`src/rtl/key_expand_seq.sv`:
```
// key_expand_seq: sequential AES key expansion, one word per cycle, streamed as 128-bit round keys.
// Optional AES-192 (Nk = 6) support is compiled in with `define KE_AES192_EN.

module key_expand_sbox (
   input  logic [7:0] a,
   output logic [7:0] s
);
   function automatic logic [7:0] gf_mul(input logic [7:0] x, input logic [7:0] y);
      logic [7:0] p;
      logic [7:0] t;
      p = 8'h00;
      t = x;
      for (int b = 0; b < 8; b++) begin
         if (y[b]) p = p ^ t;
         t = {t[6:0], 1'b0} ^ (t[7] ? 8'h1b : 8'h00);
      end
      return p;
   endfunction

   // Multiplicative inverse as a^254 via an addition chain, then the AES affine map
   logic [7:0] x2, x3, x6, x12, x15, x30, x60, x120, x240, x252, inv;
   assign x2   = gf_mul(a, a);
   assign x3   = gf_mul(x2, a);
   assign x6   = gf_mul(x3, x3);
   assign x12  = gf_mul(x6, x6);
   assign x15  = gf_mul(x12, x3);
   assign x30  = gf_mul(x15, x15);
   assign x60  = gf_mul(x30, x30);
   assign x120 = gf_mul(x60, x60);
   assign x240 = gf_mul(x120, x120);
   assign x252 = gf_mul(x240, x12);
   assign inv  = gf_mul(x252, x2);

   assign s = inv ^ {inv[6:0], inv[7]} ^ {inv[5:0], inv[7:6]} ^ {inv[4:0], inv[7:5]}
            ^ {inv[3:0], inv[7:4]} ^ 8'h63;
endmodule

module key_expand_seq #(
   parameter int MAX_NK   = 8,
   parameter int RK_IDX_W = 4
) (
   input  logic                clk,
   input  logic                rst_n,
   input  logic                start,
   input  logic [1:0]          mode,
   input  logic [255:0]        key_in,
   output logic                busy,
   output logic                err,
   output logic                rk_valid,
   input  logic                rk_ready,
   output logic [127:0]        rk_data,
   output logic [RK_IDX_W-1:0] rk_idx,
   output logic                rk_last,
   output logic                done
);
   localparam logic [1:0] S_IDLE  = 2'd0;
   localparam logic [1:0] S_GEN   = 2'd1;
   localparam logic [1:0] S_DRAIN = 2'd2;

   function automatic logic [7:0] xtime(input logic [7:0] v);
      return {v[6:0], 1'b0} ^ (v[7] ? 8'h1b : 8'h00);
   endfunction

   logic [1:0]   state;
   logic [255:0] key_sh;
   logic [31:0]  win [8];
   logic [31:0]  acc [3];
   logic [1:0]   acc_cnt;
   logic [5:0]   word_idx;
   logic [5:0]   last_word;
   logic [2:0]   nk_m1;
   logic [2:0]   kpos;
   logic [7:0]   rcon;

   logic         mode_ok;
   logic [2:0]   mode_nk_m1;
   logic [5:0]   mode_last;

   // Key-size decode: Nk-1 and index of the final expanded word
   always_comb begin
      mode_ok    = 1'b0;
      mode_nk_m1 = 3'd3;
      mode_last  = 6'd43;
      case (mode)
         2'b00: mode_ok = 1'b1;
`ifdef KE_AES192_EN
         2'b01: begin
            mode_ok    = (MAX_NK >= 6);
            mode_nk_m1 = 3'd5;
            mode_last  = 6'd51;
         end
`endif
         2'b10: begin
            mode_ok    = (MAX_NK >= 8);
            mode_nk_m1 = 3'd7;
            mode_last  = 6'd59;
         end
         default: mode_ok = 1'b0;
      endcase
   end

   logic        key_phase;
   logic        rot_phase;
   logic        sub_phase;
   logic [31:0] sub_in;
   logic [31:0] sub_out;
   logic [31:0] temp;
   logic [31:0] w_new;

   assign key_phase = (word_idx <= {3'b000, nk_m1});
   assign rot_phase = !key_phase && (kpos == 3'd0);
   assign sub_phase = !key_phase && (nk_m1 == 3'd7) && (kpos == 3'd4);
   assign sub_in    = rot_phase ? {win[0][23:0], win[0][31:24]} : win[0];

   for (genvar g = 0; g < 4; g++) begin : g_sbox
      key_expand_sbox u_sbox (
         .a (sub_in[8*g +: 8]),
         .s (sub_out[8*g +: 8])
      );
   end

   // win[0] is w[i-1]; win[Nk-1] is w[i-Nk]
   always_comb begin
      temp = win[0];
      if (rot_phase)
         temp = sub_out ^ {rcon, 24'h000000};
      else if (sub_phase)
         temp = sub_out;
      w_new = key_phase ? key_sh[255:224] : (win[nk_m1] ^ temp);
   end

   logic acc_full;
   logic stall;
   logic gen_fire;
   logic hs;

   assign acc_full = (acc_cnt == 2'd3);
   assign stall    = acc_full && rk_valid && !rk_ready;
   assign gen_fire = (state == S_GEN) && !stall;
   assign hs       = rk_valid && rk_ready;
   assign busy     = (state != S_IDLE);

   // Control FSM, sliding window, accumulator and schedule counters
   always_ff @(posedge clk or negedge rst_n) begin
      if (!rst_n) begin
         state     <= S_IDLE;
         key_sh    <= '0;
         acc_cnt   <= 2'd0;
         word_idx  <= 6'd0;
         last_word <= 6'd0;
         nk_m1     <= 3'd0;
         kpos      <= 3'd0;
         rcon      <= 8'h00;
         err       <= 1'b0;
         done      <= 1'b0;
         for (int j = 0; j < 8; j++) win[j] <= '0;
         for (int j = 0; j < 3; j++) acc[j] <= '0;
      end else begin
         err  <= 1'b0;
         done <= 1'b0;
         case (state)
            S_IDLE: begin
               if (start) begin
                  if (mode_ok) begin
                     state     <= S_GEN;
                     key_sh    <= key_in;
                     nk_m1     <= mode_nk_m1;
                     last_word <= mode_last;
                     word_idx  <= 6'd0;
                     kpos      <= 3'd0;
                     rcon      <= 8'h01;
                     acc_cnt   <= 2'd0;
                  end else begin
                     err <= 1'b1;
                  end
               end
            end
            S_GEN: begin
               if (gen_fire) begin
                  key_sh <= {key_sh[223:0], 32'h00000000};
                  win[0] <= w_new;
                  for (int j = 1; j < 8; j++) win[j] <= win[j-1];
                  if (!acc_full) acc[acc_cnt] <= w_new;
                  acc_cnt  <= acc_cnt + 2'd1;
                  word_idx <= word_idx + 6'd1;
                  kpos     <= (kpos == nk_m1) ? 3'd0 : kpos + 3'd1;
                  if (rot_phase) rcon <= xtime(rcon);
                  if (word_idx == last_word) state <= S_DRAIN;
               end
            end
            S_DRAIN: begin
               if (hs) begin
                  state <= S_IDLE;
                  done  <= 1'b1;
               end
            end
            default: state <= S_IDLE;
         endcase
      end
   end

   // Output register: loads on the 4th word of a round, even while handing off the previous key
   always_ff @(posedge clk or negedge rst_n) begin
      if (!rst_n) begin
         rk_valid <= 1'b0;
         rk_data  <= '0;
         rk_idx   <= '0;
         rk_last  <= 1'b0;
      end else if (gen_fire && acc_full) begin
         rk_valid <= 1'b1;
         rk_data  <= {acc[0], acc[1], acc[2], w_new};
         rk_idx   <= RK_IDX_W'(word_idx[5:2]);
         rk_last  <= (word_idx == last_word);
      end else if (hs) begin
         rk_valid <= 1'b0;
      end
   end
endmodule

```
`config.mk`:
```
export PLATFORM = sky130hd
export DESIGN_NAME = key_expand_seq
export DESIGN_NICKNAME = d
export VERILOG_FILES = /design/src/rtl/key_expand_seq.sv
export SDC_FILE = /design/constraint.sdc
export NUM_CORES = 2
export LEC_CHECK = 0
export ABC_CLOCK_PERIOD_IN_PS = 55400
export CAP_MARGIN = 15
export CORE_ASPECT_RATIO = 1.75
export CORE_MARGIN = 2
export CORE_UTILIZATION = 30
export CTS_BUF_LIST = sky130_fd_sc_hd__clkbuf_8
export CTS_CLUSTER_DIAMETER = 200
export DETAILED_ROUTE_END_ITERATION = 10
export PLACE_DENSITY = 0.56
export SYNTH_ARGS = -nofsm -noshare
export SYNTH_HDL_FRONTEND = slang
export SYNTH_SLANG_ARGS = --single-unit
```
`constraint.sdc`:
```
create_clock -name clk -period 55.4 [get_ports clk]
set_input_delay 5.54 -clock clk [delete_from_list [all_inputs] [get_ports clk]]
set_output_delay 5.54 -clock clk [all_outputs]
set_load 0.01 [all_outputs]
```
==> impl_metrics.csv <==
group,metric,value,unit
sta,setup_violations,0,
sta,fin_skew,0.178,ns
setup_path,r2r_start,"nk_m1[1]",
floorplanning,die_w,395,µm
floorplanning,die_h,689,µm
layout,nets,9857,
setup_path,crit_start,"nk_m1[1]",
cts,numCtsBuffers,139,
yosys,synth_seq_cells,767,
sta,report.final.slew_viol_count,0,
global_routing,grt_antenna_before_repair,24,
yosys,syn_nets,9721,
sta,finalHoldViolations,0,
yosys,async_reset_ff_share,100,%
floorplanning,ioPinCount,399,
cts,cts_max_level,4,
setup_path,crit_path_frequent_cell,"xnor2_1",
layout,area_growth,12.8,%
route,wl_met2,133000,µm
floorplanning,start_util,30.1,%
layout,multiInputGateArea,58100,µm²
setup_path,crit_path_end_kind,"register",
setup_path,r2r_cells,74,
cts,clk_pin_slew_worst_paths,0.07,ns
setup_path,start_kind,"register",
cts,cts_setup_buffers,0,
sta,timing.final.crit_share,50.1,%
yosys,netlist_instances,9421,
cts,clk_path_buf_depth,4,
sta,fmax,36.0,MHz
global_routing,grt_pass1_wl,411000,µm
layout,layout-drive-gt1-share,8.53,%
cts,hold_buffers,0,
yosys,synth_flop_cell,"dfrtp_1",
floorplanning,coreArea,267000,µm²
floorplanning,rows,251,
layout,regArea,19200,µm²
sta,rsz0062_at_grt,"false",
setup_path,crit_required,56.05,ns
job,cap_violations,0,
sta,holdWs,0.384,ns
placed_design,place.gp.congestion,0.916,
global_routing,grt.total_usage,19.0,%
route,via_per_inst,5.12,
placed_design,dpl.hpwl,198000,µm
setup_path,r2r-end,"rk_data[25]",
min_path,min-delay-start,"win[78]",
global_routing,grt_start_max_net_pins,190,
setup_path,slowest_stage,"dfrtp_2",
route,routed.top_layer,"met5",
cts,cts_sinks,767,
cts,cts_tree,"built",
placed_design,port_buffers,398,
sta,worstMarginPinSlew,1.19,ns
sta,setup_tns,0,ns
setup_path,slowest_delay,0.92,ns
cts,cts-resized-gates,0,
yosys,synth.yosys.seq_area_share,23.9,%
route,ant_nets,0,
setup_path,critical_path.max_fanout,71,
global_routing,first_global_vias,68200,
setup_path,r2r_slack,27.62,ns
sta,min_period,27.78,ns
route,totalWireLength,266000,µm
min_path,hold_end,"win[46]",
yosys,synth_edf_count,0,
yosys,ys_types,126,
setup_path,crit_arrival,28.43,ns
layout,fillers,27800,
route,first_pass_iters,9,
min_path,hold_depth,2,
route,routedWlPerCell,20.1,µm
route,drt_iter0_drc,4234,
yosys,yosys_warnings,0,
sta,relSlewSlack,20.1,%
floorplanning,die_area,272000,µm²
setup_path,crit_type,"reg2reg",
cts,root_buffer,"clkbuf_8",
route,vias,67500,
cts,clk_latency,0.93,ns
global_routing,gr-total-overflow,0,
route,wl_met3,17000,µm
route,wl_met1,102000,µm
route,drc,0,
min_path,hold_class,"reg2reg",
yosys,avgSynthCellArea,8.53,µm²
run_status,status,"finished, final reports clean",
yosys,syn_area,80400,µm²
[flip-flops by register name, summed over array words and instances (netlist names), 2 cells and up]
register  flops
key_sh      256
acc_cnt       2
rk_data     128
state         2
rcon          8
word_idx      6
kpos          3
win         256
acc          96
rk_idx        4
[metrics by stage]
stage	std cells	instance area (µm²)	setup slack [ns]	util, %
2_1_floorplan	9421	80400	32.35	-
3_3_place_gp	13000	87900	28.11	32.9
3_5_place_dp	13000	87900	27.73	32.9
4_1_cts	13200	90600	27.49	33.9
5_1_grt	13200	90700	25.83	34.0
6_report	13200	90700	27.62	34.0
[synth_stat cells (143+ instances only)]
cell / n / area share (%)
nand2_1: 1915 / 8.9
xnor2_1: 1243 / 14
nor2_1: 917 / 4.3
dfrtp_1: 767 / 24
mux2i_1: 482 / 6.0
o21ai_0: 451 / 2.8
clkbuf_1: 434 / 2.0
xor2_1: 411 / 4.5
xnor3_1: 341 / 9.6
a21oi_1: 254 / 1.6
nor3_1: 160 / 1.0
nand3_1: 143 / 0.89
[cell families after synthesis]
family	after synthesis	share of synthesized area (%)
compound gates	1526	12.4
simple gates	3526	18.4
xor+xnor	2205	32.6
fa+ha+maj	38	0.591
mux	589	8.09
flops	767	23.9
buf+inv	770	4.07
[cell usage in the layout (no fill, tap or decap), types with 25 or more instances in the layout]
master              n
o221ai_1           29
clkdlybuf4s50_1   397
xor2_1            411
xor2_2             40
mux2_2             47
xnor2_1          1233
nor3_1            160
o31ai_1            64
o211ai_1           37
xnor3_1           341
nor2b_1            54
o21ai_1            93
o21a_1             30
a22oi_1            36
nand2b_1           58
dfrtp_1           765
xnor2_2           100
a211oi_1           38
o21ai_0           451
or3_1              37
clkbuf_8          161
nand3_1           143
mux2i_1           482
nand3b_1           25
a31oi_1            63
inv_1             142
a21oi_1           254
and3_1             32
a22o_1             43
mux4_2             34
and2_1             47
o22ai_1            75
buf_4             231
nand2_1          1910
nor2_1            913
a221oi_1           36
ha_1               38
xor3_1             51
[worst max-delay path, delay by kind of cell, from the launching register on]
family | cells | cell delay, ns
flip-flops | 1 | 0.92
XOR/XNOR | 34 | 14.87
adder cells (fa/ha/maj) | 6 | 2.68
AND/OR/NAND/NOR | 7 | 1.25
multiplexers | 2 | 0.70
buffers and inverters | 11 | 3.77
AO/OA/AOI/OAI | 14 | 3.15
[how the worst max path moves through the flow]
stage / slack, ns / to / cells past startpoint
2_1_floorplan: 32.35 / acc[24] / 90
3_3_place_gp: 28.11 / win[255] / 74
3_5_place_dp: 27.73 / acc[33] / 76
4_1_cts: 27.49 / acc[1] / 76
5_1_grt: 25.83 / acc[89] / 75
6_report: 27.62 / rk_data[25] / 74
[layout make-up]
| class | instances | share of cell area [%] |
|---|---|---|
| flip-flops and latches | 767 | 21.2 |
| well taps | 3542 | 4.89 |
| multi-input cells | 7884 | 64.1 |
| clock buffers | 161 | 2.44 |
| diodes | 9 | 0.0248 |
| inverters | 133 | 0.550 |
| clock inverters | 69 | 0.521 |
| repair buffers | 632 | 6.36 |
[metal layers]
metal  vias to the layer above  GRT usage (%)
met3                       570           3.86
met5                         -              0
met1                     32800           21.6
met4                        26           8.61
li1                      32100              -
met2                      2045           33.9
Power is not shown: default switching activity piles up to over one toggle a cycle in this logic, so the estimate is an artifact.
